## config.mk

```make
export PLATFORM = sky130hd
export DESIGN_NAME = inst_fetch_ctrl
export DESIGN_NICKNAME = d
export VERILOG_FILES = /design/src/rtl/inst_fetch_ctrl.sv
export SDC_FILE = /design/constraint.sdc
export NUM_CORES = 1
export LEC_CHECK = 0
export CELL_PAD_IN_SITES_DETAIL_PLACEMENT = 1
export CELL_PAD_IN_SITES_GLOBAL_PLACEMENT = 2
export CORE_MARGIN = 4
export CORE_UTILIZATION = 30
export CTS_BUF_LIST = sky130_fd_sc_hd__clkbuf_4
export CTS_CLUSTER_DIAMETER = 150
export DETAILED_ROUTE_END_ITERATION = 16
export HOLD_SLACK_MARGIN = 0.08
export PLACE_DENSITY = 0.82
export SYNTH_ARGS = -nofsm -noshare
export SYNTH_HDL_FRONTEND = slang
export SYNTH_SLANG_ARGS = --single-unit
```

## constraint.sdc

```tcl
create_clock -name clk -period 2.7 [get_ports clk]
set_input_delay 0.675 -clock clk [delete_from_list [all_inputs] [get_ports clk]]
set_output_delay 0.675 -clock clk [all_outputs]
set_load 0.1 [all_outputs]
```

## src/rtl/inst_fetch_ctrl.sv

```systemverilog
// Instruction fetch requester: owns the PC, fetches from INST_MEM and buffers
// up to two {pc, instr} pairs for decode over a valid/ready handshake.
module inst_fetch_ctrl #(
  parameter logic [31:0] RESET_PC = 32'h0000_0000,
  parameter int          QDEPTH   = 2
) (
  input  logic        clk,
  input  logic        reset,
  output logic [31:0] PC,
  input  logic [31:0] Instruction_Code,
  input  logic        fetch_en,
  output logic        fetch_valid,
  output logic [31:0] fetch_instr,
  output logic [31:0] fetch_pc,
  input  logic        fetch_ready,
  input  logic        redirect_valid,
  input  logic [31:0] redirect_pc,
  output logic        addr_misaligned
);

  // Handshake: a transfer to decode completes on any rising edge where
  // fetch_valid and fetch_ready are both 1; the head then advances.
  localparam logic [1:0] FULL = QDEPTH[1:0];

  logic [1:0]  count;
  logic [31:0] tail_pc;
  logic [31:0] tail_instr;
  logic        pop;
  logic        push;
  logic        wr_head;
  logic        wr_tail;
  logic        shift;

  assign fetch_valid = (count != 2'd0);
  assign pop         = fetch_valid & fetch_ready;
  assign push        = fetch_en & ~redirect_valid & ((count != FULL) | pop);

  // The head slot drives the decode outputs directly; the tail slot only
  // exists when two entries are held.
  assign wr_head = push & ((count == 2'd0) | ((count == 2'd1) & pop));
  assign wr_tail = push & ~wr_head;
  assign shift   = pop & (count == 2'd2);

  always_ff @(posedge clk) begin
    if (!reset) begin
      count           <= 2'd0;
      PC              <= RESET_PC;
      fetch_pc        <= 32'd0;
      fetch_instr     <= 32'd0;
      tail_pc         <= 32'd0;
      tail_instr      <= 32'd0;
      addr_misaligned <= 1'b0;
    end else begin
      addr_misaligned <= redirect_valid & (redirect_pc[1:0] != 2'b00);
      if (redirect_valid) begin
        count <= 2'd0;
        PC    <= {redirect_pc[31:2], 2'b00};
      end else begin
        count <= count + {1'b0, push} - {1'b0, pop};
        if (push) begin
          PC <= PC + 32'd4;
        end
        if (shift) begin
          fetch_pc    <= tail_pc;
          fetch_instr <= tail_instr;
        end
        if (wr_head) begin
          fetch_pc    <= PC;
          fetch_instr <= Instruction_Code;
        end
        if (wr_tail) begin
          tail_pc    <= PC;
          tail_instr <= Instruction_Code;
        end
      end
    end
  end

endmodule

```

# Word-level counts from Yosys, hierarchy flattened
# Index checks and enable logic that the tools add are counted.
# W data, S select, Z words.
[word_totals]
register_bits = 163
in_bits = 69
elab_cells = 41
[classes]
n_addsub = 3
n_mux = 6
n_bitwise = 13
n_reduce_logical = 8
eq_ne = 3
[op_table]
columns = ["cell", "count"]
rows = [
  ["$mux W32", 6],
  ["$add A32 B3 Y32 const B", 1],
  ["$and A1 B1 Y1", 8],
  ["$reduce_bool A2 Y1", 4],
  ["$reduce_and A2 Y1", 2],
  ["$not A1 Y1", 3],
  ["$add A2 B1 Y2", 1],
  ["$eq A2 B1 Y1 const B", 1],
  ["$eq A2 B2 Y1 const B", 1],
  ["$logic_not A2 Y1", 1],
  ["$ne A2 B2 Y1 const B", 1],
  ["$or A1 B1 Y1", 2],
  ["$reduce_or A2 Y1", 1],
  ["$sub A2 B1 Y2", 1],
]

# Depth between registers and ports, before layout
# Gate-level depths: netlist (run 1).
[depth]
depth_word = 8
ltp_mapped = 8

# Worst setup path before layout (run 1)
# No wires, ideal clock.
[synth_timing]
path_kind = "register to register"
startpoint = "register PC[13]"
endpoint = "register PC[23]"
period_less_slack_ns = 2.805
t_arrival_ns = 2.730
n_path_buf = 2
stages_incl_launch_ff = 7
required_ns = 2.625
setup_ns = 0.075
path_slack_ns = -0.105
path_cell_list = "dfxtp_1 buf_2 nand4_2 or4_4 buf_6 or4_1 a31oi_1"
[synth_via]
elab_chain_cells = 3
[synth_rtl]
columns = ["item", "line", "rtl"]
rows = [
  ["from (decl)", "9", "output logic [31:0] PC,"],
  ["from (signal assigned)", "57", "PC <= {redirect_pc[31:2], 2'b00};"],
  ["from (signal assigned)", "61", "PC <= PC + 32'd4;"],
  ["$add A32 B3 Y32", "61", ""],
  ["$mux W32", "60", "if (push) begin"],
  ["$mux W32", "55", "if (redirect_valid) begin"],
]
# Every way passes these cells. The select of a mux whose other input is x is not followed.
# A chain may end at the register's enable or synchronous reset.

# Final worst setup path (run 1)
[layout_timing]
startpoint = "input port fetch_ready"
endpoint = "register PC[12]"
[layout_via]
elab_chain_cells = 4
[layout_rtl]
columns = ["item", "line", "rtl"]
rows = [
  ["from (decl)", "15", "input logic fetch_ready,"],
  ["$and A1 B1 Y1", "35", "assign pop = fetch_valid & fetch_ready;"],
  ["$or A1 B1 Y1", "36", "assign push = fetch_en & ~redirect_valid & ((count != FULL) | pop);"],
  ["$and A1 B1 Y1", "36", ""],
  ["$reduce_bool A2 Y1 (no line)", "-", ""],
]
# Every way passes these cells.

==> flow_summary.toml, run 1 <==
[layout]
syn_to_final_growth_pct = 30.9
num-nets-final = 1023
final_cells = 1245
fin_util_pct = 40.3
fin_area_um2 = 8910
drive_above_1_share_pct = 18.4

[drt]
wl_met2_um = 10300
top_layer = "met5"
drt-total-wl_um = 21300
ant_nets = 0
dr.first_iter.drc_count = 285
avgRoutedWirePerCell_um = 17.1
via_count = 6331
dr.pass1.iters = 4
met3WireLength_um = 1090
remaining_drc_errors = 0
viasPerCell = 5.09
wl_met1_um = 9780

[yosys]
yosysSeqAreaShare_pct = 46.2
synthCells = 802
ys_warn_count = 0
synth-seq-cells = 157
avgSynthCellArea_um2 = 8.49
synth.distinct_cells = 45
synthesis.area_um2 = 6810

[floorplanning]
dieArea_um2 = 25200
die_w_um = 159
ioPinCount = 167
dieHeight_um = 159
start_util_pct = 30.8
rows = 54
core_um2 = 22100

[sta]
finalCritPeriodShare_pct = 83.5
hold_slack_ns = 0.463
hold_violations = 0
slew_headroom_pct = 60.8
worst_slack_ns = 0.446
finClkSkew_ns = 0.0315
post-route-min-period_ns = 2.25
setup_viol = 0
max_freq_mhz = 444
tightestPinTransition_ns = 0.588
rsz0062_at_grt = "no"
slew_viol_final = 0

[worst_setup_path]
ff2ff_setup_slack_ns = 0.49
end_kind = "flip-flop"
cp_cell_sequence = "clkdlybuf4s50_1 -> nor3b_1 -> buf_4 -> or4_1 -> buf_4 -> or3_1 -> a31oi_1"
crit_cells = 7
cp.arrival_ns = 2.73
critical_path.max_fanout = 8
critPathMaxStageDelay_ns = 0.68
cpMaxStageDelayCell = "or4_1"
path_common_cell = "buf_4"
critPathTopFamily = "simple AND/OR/NAND/NOR gates"
worstSetupStartpointType = "input pin"
r2r_start = "PC[15]"
critPathRequiredTime_ns = 3.18
r2r_end = "PC[23]"
reg2reg_depth = 4
path_buf_inv = 3
crit_type = "in -> reg"

[cts]
clkLatencyLatePin_ns = 0.55
numCtsBuffers = 17
clock_sinks = 157
htreeDepth = 4
clock-root-buffer = "clkbuf_4"
cts_setup_buffers = 0
cts_tree = "yes"
clock_path_buffers = 2
cts-resized-gates = 0
clk_pin_slew_ns = 0.14
hold_buffers = 0

[power]
netSwitchingFraction_pct = 37.6
p_seq_share_pct = 47.3
pwr-share-clk_pct = 27.1
power_density_nw_per_um2 = 601
internal_power_mw = 3.34
ir_drop_mv = 0.313
p_sw_mw = 2.01
leakagePower_nw = 3.23
comb_power_share_pct = 25.7

[hold_path]
hold_depth = 2
hp-class = "reg -> reg"
hold-path-endpoint = "tail_pc[26]"
min_from = "tail_pc[26]"

[placement]
place_hpwl_um = 14400
portBuffers = 162
post_dp_cell_area_um2 = 8640
gp_congestion = 0.748
pre_cts_slack_ns = -0.125
placedCellCount = 1213

[status]
status = "finished, final reports clean"

[global_routing]
grt_max_degree = 125
track_usage_pct = 17.1
antenna_found_initial = 2
grt_pass1_vias = 6208
grt_pass1_wl_um = 34200
grt_overflow = 0

[run]
cap_violations = 0
## registers in the layout (all words and copies together) (netlist names)
register,flops
count,2
PC,30
fetch_pc,30
addr_misaligned,1
tail_pc,30
fetch_instr,32
tail_instr,32
## synthesized netlist by cell type, drive strengths merged
| cell | count | area share (%) |
|---|---|---|
| or4 | 16 | 1.8 |
| a32oi | 4 | 0.51 |
| nand2 | 144 | 7.9 |
| a21oi | 71 | 5.2 |
| a211oi | 56 | 6.2 |
| or3b | 1 | 0.13 |
| conb | 1 | 0.055 |
| nor3b | 3 | 0.33 |
| xnor2 | 7 | 0.90 |
| a21boi | 1 | 0.11 |
| or3 | 12 | 1.1 |
| nor3 | 6 | 0.44 |
| xor2 | 2 | 0.26 |
| nor4 | 7 | 0.64 |
| a311oi | 1 | 0.13 |
| o31ai | 8 | 0.88 |
| inv | 5 | 0.28 |
| nor4b | 1 | 0.13 |
| o2111ai | 2 | 0.26 |
| clkbuf | 55 | 3.1 |
| and3 | 7 | 0.64 |
| and4b | 1 | 0.15 |
| nor4bb | 1 | 0.15 |
| o21a | 1 | 0.11 |
| a31oi | 13 | 1.2 |
| o21ai | 30 | 2.2 |
| nand4 | 7 | 0.74 |
| and4 | 3 | 0.39 |
| a41oi | 1 | 0.13 |
| dfxtp | 157 | 46 |
| nand2b | 7 | 0.64 |
| nand3 | 18 | 1.3 |
| buf | 17 | 1.3 |
| a21o | 1 | 0.11 |
| ha | 2 | 0.37 |
| or2 | 1 | 0.092 |
| o211a | 9 | 1.3 |
| mux2i | 63 | 9.3 |
| nor2 | 60 | 3.3 |
## layout make-up
cell class | instances | area [um2]
Fill cell | 2608 | 13200
Multi-Input combinational cell | 571 | 3390
Sequential cell | 157 | 3150
Timing Repair Buffer | 200 | 1730
Tap cell | 280 | 350
Clock buffer | 20 | 150
Clock inverter | 11 | 121
Inverter | 5 | 21.3
Antenna cell | 1 | 2.50
## cells in the final DEF (no fill, tap or decap), types with 4 or more instances in the layout
master / count
buf_4: 127
clkdlybuf4s50_1: 67
nor4_1: 7
dfxtp_1: 151
clkbuf_4: 20
nand4_1: 6
nand3_1: 18
and3_1: 7
dfxtp_2: 6
o21ai_0: 30
clkinv_4: 4
a31oi_1: 13
inv_1: 4
buf_12: 5
nand2_1: 144
a32oi_1: 4
o211a_1: 9
or4_1: 15
mux2i_1: 63
nand2b_1: 7
nor3_1: 6
a21oi_1: 70
nor2_1: 60
or3_1: 12
a211oi_1: 56
conb_1: 4
o31ai_1: 8
xnor2_1: 7
## power by group through the flow
stage / Combinational, mW / Clock (mW) / Sequential [mW]
floorplan: 0.294 / 0 / 3.27
global route: 1.44 / 1.62 / 2.55
CTS: 1.39 / 1.52 / 2.54
global placement: 1.37 / 0 / 2.59
detailed placement: 1.38 / 0 / 2.59
finish: 1.37 / 1.45 / 2.53
## worst max path at each step
stage / startpoint / to / slack, ns
floorplan: PC[15] / PC[23] / -0.004
CTS: count[0] / fetch_valid / 0.45
finish: fetch_ready / PC[12] / 0.45
global route: PC[15] / PC[23] / 0.38
global placement: fetch_ready / PC[18] / -0.11
detailed placement: fetch_ready / PC[18] / -0.13
## kinds of logic after synthesis
logic type / count (synthesis) / share of synthesized area (%)
other: 1 / 0.0551
DFF: 157 / 46.2
muxes: 63 / 9.26
and+or+nand+nor: 295 / 20.0
xor gates and xnor gates: 9 / 1.16
adders and majority gates: 2 / 0.368
AOI/OAI and AO/OA: 198 / 18.4
buffers and inverters: 77 / 4.67
## worst register-to-register path: cells and delay by family (launching register included)
kind	cells	cell delay [ns]
DFF	1	0.54
and+or+nand+nor	3	1.45
AOI/OAI and AO/OA	1	0.16
## layer usage
layer | vias to the layer above | track usage [%]
met5 | - | 0
li1 | 3148 | -
met2 | 109 | 28.4
met1 | 3063 | 22.3
met3 | 9 | 4.89
met4 | 2 | 3.45
## through the flow
step / power, mW / TNS (ns)
after detailed placement: 3.97 / -0.645
final: 5.36 / 0
after global placement: 3.96 / -0.347
after CTS: 5.44 / 0
after global routing: 5.61 / 0
after floorplan: 3.56 / -0.00367
No activity file was read; power rests on OpenSTA's default activity.
==> run 2, diff against run 1 <==
==> constraint.sdc (replaced) <==
create_clock -name clk -period 2.2 [get_ports clk]
set_input_delay 0.55 -clock clk [delete_from_list [all_inputs] [get_ports clk]]
set_output_delay 0.55 -clock clk [all_outputs]
set_load 0.1 [all_outputs]
==> flow_summary.toml, run 2 (synthesized netlist as in run 1, its figures left out) <==
[global_routing]
grt_overflow = 0
grt_pass1_vias = 6512
grt_max_degree = 69
track_usage_pct = 17.1
grt_pass1_wl_um = 34500
antenna_found_initial = 3

[run]
cap_violations = 0

[worst_setup_path]
critical_path.max_fanout = 5
critPathTopFamily = "simple AND/OR/NAND/NOR gates"
critPathMaxStageDelay_ns = 0.34
cp_cell_sequence = "buf_4 -> or2_2 -> buf_12"
crit_type = "reg -> out"
cp.arrival_ns = 1.54
path_buf_inv = 2
worstSetupStartpointType = "flip-flop"
end_kind = "output port"
critPathRequiredTime_ns = 1.65
cpMaxStageDelayCell = "or2_2"

[sta]
setup_viol = 0
rsz0062_at_grt = "no"
finClkSkew_ns = 0.0243
max_freq_mhz = 478
tightestPinTransition_ns = 0.763
finalCritPeriodShare_pct = 95.2
slew_headroom_pct = 49.1
hold_slack_ns = 0.332
hold_violations = 0
slew_viol_final = 0
worst_slack_ns = 0.106
post-route-min-period_ns = 2.09

[drt]
ant_nets = 0
drt-total-wl_um = 21500
avgRoutedWirePerCell_um = 17.1
viasPerCell = 5.07
dr.first_iter.drc_count = 281
remaining_drc_errors = 0
dr.pass1.iters = 4
via_count = 6370

[power]
pwr-share-clk_pct = 29.6
internal_power_mw = 4.34
p_sw_mw = 2.50
leakagePower_nw = 3.37
netSwitchingFraction_pct = 36.6
comb_power_share_pct = 24.9
power.total_mw = 6.85
power_density_nw_per_um2 = 739
ir_drop_mv = 0.361
p_seq_share_pct = 45.5

[placement]
placedCellCount = 1224
gp_congestion = 0.752
pre_cts_slack_ns = -0.395
place_hpwl_um = 14900
portBuffers = 162

[cts]
clock-root-buffer = "clkbuf_4"
numCtsBuffers = 17
clock_sinks = 157
clkLatencyLatePin_ns = 0.55
clk_pin_slew_ns = 0.14
cts_tree = "yes"
htreeDepth = 4
clock_path_buffers = 2

[layout]
syn_to_final_growth_pct = 36.0
final-seq-area_um2 = 3220
reg_top3 = "fetch_instr (32), tail_instr (32)"
final_cells = 1257
multi_input_area_um2 = 3390
layout_commonest_cell = "nand2_1"
fill_cells = 2583
final_cell_mix = "nand2_1 (144), dfxtp_1 (132), buf_4 (127)"
drive_above_1_share_pct = 21.3
fin_util_pct = 41.9
num-nets-final = 1034

[status]
status = "finished, final reports clean"

[floorplanning]
die_w_um = 159
ioPinCount = 167
dieHeight_um = 159
core_um2 = 22100
dieArea_um2 = 25200
rows = 54
start_util_pct = 30.8

[hold_path]
hp-class = "in -> reg"
## run 2: cell count changes in the layout (fill, tap and decap cells not counted), moves of 2 or more
cell       previous run  this run
clkinv_4              4         1
dfxtp_1             151       132
inv_6                 0         4
clkbuf_4             20        18
buf_12                5        16
bufinv_16             2         4
dfxtp_4               0        18
## run 2: final cells by class
type,instances,share of cell area (%)
multi-input combinational,571,36.6
sequential,157,34.8
timing repair buffer,211,21.1
tap,280,3.78
clock inverter,14,2.03
clock buffer,18,1.46
inverter,5,0.230
antenna,1,0.0270
## run 2: worst paths after layout
path,startpoint,end,slack [ns],cells after the start
worst min-delay path,reset,tail_pc[24],0.33,3
worst min register to register,tail_instr[2],tail_instr[2],0.47,2
worst max register to register,PC[7],PC[21],0.15,4
worst max-delay path,count[0],fetch_valid,0.11,3
## run 2: stage by stage
stage	instance area, um2	TNS (ns)
2_1_floorplan	6900	0
3_3_place_gp	8930	-10.91
3_5_place_dp	8930	-13.12
4_1_cts	9250	0
5_1_grt	9260	0
6_report	9260	0
## run 2: power by group through the flow
stage | combinational, mW | sequential [mW] | clock, mW
after floorplan | 0.361 | 4.01 | 0
after global placement | 1.70 | 3.18 | 0
after CTS | 1.72 | 3.12 | 2.11
after detailed placement | 1.71 | 3.18 | 0
after global routing | 1.78 | 3.14 | 2.24
final | 1.70 | 3.12 | 2.03
## run 2: what timing repair did
item / in CTS / in global routing
hold buffers: 0 / 0
endpoints found under the setup margin: 0 / 1
gates resized for setup: 0 / 1
setup buffers: 0 / 0
## run 2: tightest hold or removal path: stages
cell	delay, ns
buf_2	0.13
inv_4	0.11
a21oi_1	0.05
## run 2: layer usage
metal  vias to the layer above  GRT usage [%]  wire length (um)
li1                       3190              -                 -
met1                      3056           22.0              9780
met2                       105           28.5             10300
met3                        15           4.87              1170
met4                         4           4.02               225
met5                         -              0                26
==> run 3, diff against run 2 <==
--- a/config.mk
+++ b/config.mk
@@ -8,12 +8,12 @@
 export CELL_PAD_IN_SITES_DETAIL_PLACEMENT = 1
 export CELL_PAD_IN_SITES_GLOBAL_PLACEMENT = 2
 export CORE_MARGIN = 4
-export CORE_UTILIZATION = 30
-export CTS_BUF_LIST = sky130_fd_sc_hd__clkbuf_4
+export CORE_UTILIZATION = 29
 export CTS_CLUSTER_DIAMETER = 150
+export CTS_CLUSTER_SIZE = 28
 export DETAILED_ROUTE_END_ITERATION = 16
 export HOLD_SLACK_MARGIN = 0.08
-export PLACE_DENSITY = 0.82
+export PLACE_DENSITY = 0.79
 export SYNTH_ARGS = -nofsm -noshare
 export SYNTH_HDL_FRONTEND = slang
 export SYNTH_SLANG_ARGS = --single-unit
==> flow_summary.toml, run 3 (synthesized netlist as in run 1, its figures left out) <==
[worst_setup_path]
startpoint = "fetch_ready"
critPathRequiredTime_ns = 2.56
crit_type = "in -> reg"
end_kind = "flip-flop"
worstSetupStartpointType = "input pin"
critical_path.max_fanout = 6
cp.arrival_ns = 2.48
r2r_start = "PC[8]"

[floorplanning]
start_util_pct = 29.8
die_w_um = 161
ioPinCount = 167
core_um2 = 22800
rows = 55
dieHeight_um = 161
dieArea_um2 = 26000

[drt]
drt-total-wl_um = 22000
ant_nets = 0
remaining_drc_errors = 0
dr.first_iter.drc_count = 333
avgRoutedWirePerCell_um = 17.0
via_count = 6444
viasPerCell = 4.98
dr.pass1.iters = 4

[layout]
drive_above_1_share_pct = 22.2
fin_area_um2 = 9630
antenna_cells = 0
layout_commonest_cell = "nand2_1"
fill_cells = 2685
final_cell_mix = "nand2_1 (144), dfxtp_1 (132), buf_4 (128)"
reg_top3 = "fetch_instr (32), tail_instr (32)"
num-nets-final = 1040
fin_util_pct = 42.2
syn_to_final_growth_pct = 41.5

[sta]
hold_slack_ns = 0.457
fin_tns_setup_ns = 0
finalCritPeriodShare_pct = 96.4
hold_violations = 0
post-route-min-period_ns = 2.12
setup_viol = 0
rsz0062_at_grt = "no"
tightestPinTransition_ns = 0.516
slew_viol_final = 0
finClkSkew_ns = 0.0139
slew_headroom_pct = 65.6
max_freq_mhz = 472

[cts]
clock_path_buffers = 2
htreeDepth = 4
clock_sinks = 157
hold_buffers = 0
clkLatencyLatePin_ns = 0.42
cts_tree = "yes"
clock-root-buffer = "clkbuf_16"
numCtsBuffers = 17
clk_pin_slew_ns = 0.07

[global_routing]
grt_overflow = 0
grt_pass1_wl_um = 35600
grt_pass1_vias = 6497
track_usage_pct = 16.9
grt_max_degree = 73
antenna_found_initial = 1

[run]
cap_violations = 0

[power]
leakagePower_nw = 3.51
power_density_nw_per_um2 = 794
ir_drop_mv = 0.454

[placement]
post_dp_cell_area_um2 = 9050
portBuffers = 162
place_hpwl_um = 15400
gp_congestion = 0.738

[hold_path]
min_from = "tail_pc[25]"
hp-class = "reg -> reg"

[status]
status = "finished, final reports clean"
run 3: cell count changes in the layout (fill, tap and decap cells not counted), sizes merged:
cell,previous run,this run
buf,144,150
clkinvlp,0,4
diode,1,0
clkinv,5,4
clkbuf,18,19
bufinv,4,0
run 3: worst max-delay path, cell delays in order:
cell,delay [ns]
clkdlybuf4s50_1,0.49
nor3b_1,0.06
buf_4,0.15
or4_1,0.62
or4_1,0.54
nand3_1,0.08
run 3: area by class of cell:
type                    count  area, um2  share of cell area, %
multi-input cells         571       3400                   35.3
repair buffers            217       2040                   21.2
flip-flops and latches    157       3220                   33.4
clock inverters            13        105                   1.09
clock buffers              19        453                   4.70
inverters                   5       21.3                  0.221
well taps                 313        392                   4.07
run 3: final timing paths:
path / to / slack (ns) / depth (start not counted)
min: tail_pc[25] / 0.46 / 2
max reg2reg: PC[21] / 0.20 / 4
min reg2reg: tail_pc[25] / 0.46 / 2
max: PC[31] / 0.08 / 6
run 3: power by group:
group	total, mW	internal (mW)	switching (mW)
registers	3.12	2.97	0.149
logic	1.71	0.455	1.25
clock network	2.82	1.53	1.29
total	7.65	4.95	2.70
run 3: through the flow:
| step | std cells | worst slack, ns | power [mW] |
|---|---|---|---|
| final | 1295 | 0.0801 | 7.65 |
| after global routing | 1295 | 0.00498 | 7.96 |
| after CTS | 1295 | 0.0162 | 7.76 |
| after detailed placement | 1263 | -0.494 | 4.90 |
| after global placement | 1263 | -0.477 | 4.89 |
| after floorplan | 805 | 0.0127 | 4.37 |
run 3: routing by layer:
metal  track usage, %  up-vias  share of wire, %
li1                 -     3205                 -
met1             21.9     3105                47
met2             27.8      119                47
met3             4.87       13               5.5
met4             4.07        2              0.87
met5                0        -             0.059
run 3: what timing repair did:
item	in CTS	in global routing
cloned	0	0
endpoints found under the setup margin	2	7
gates resized for setup	1	4
pin swaps	0	6
setup buffers	0	0
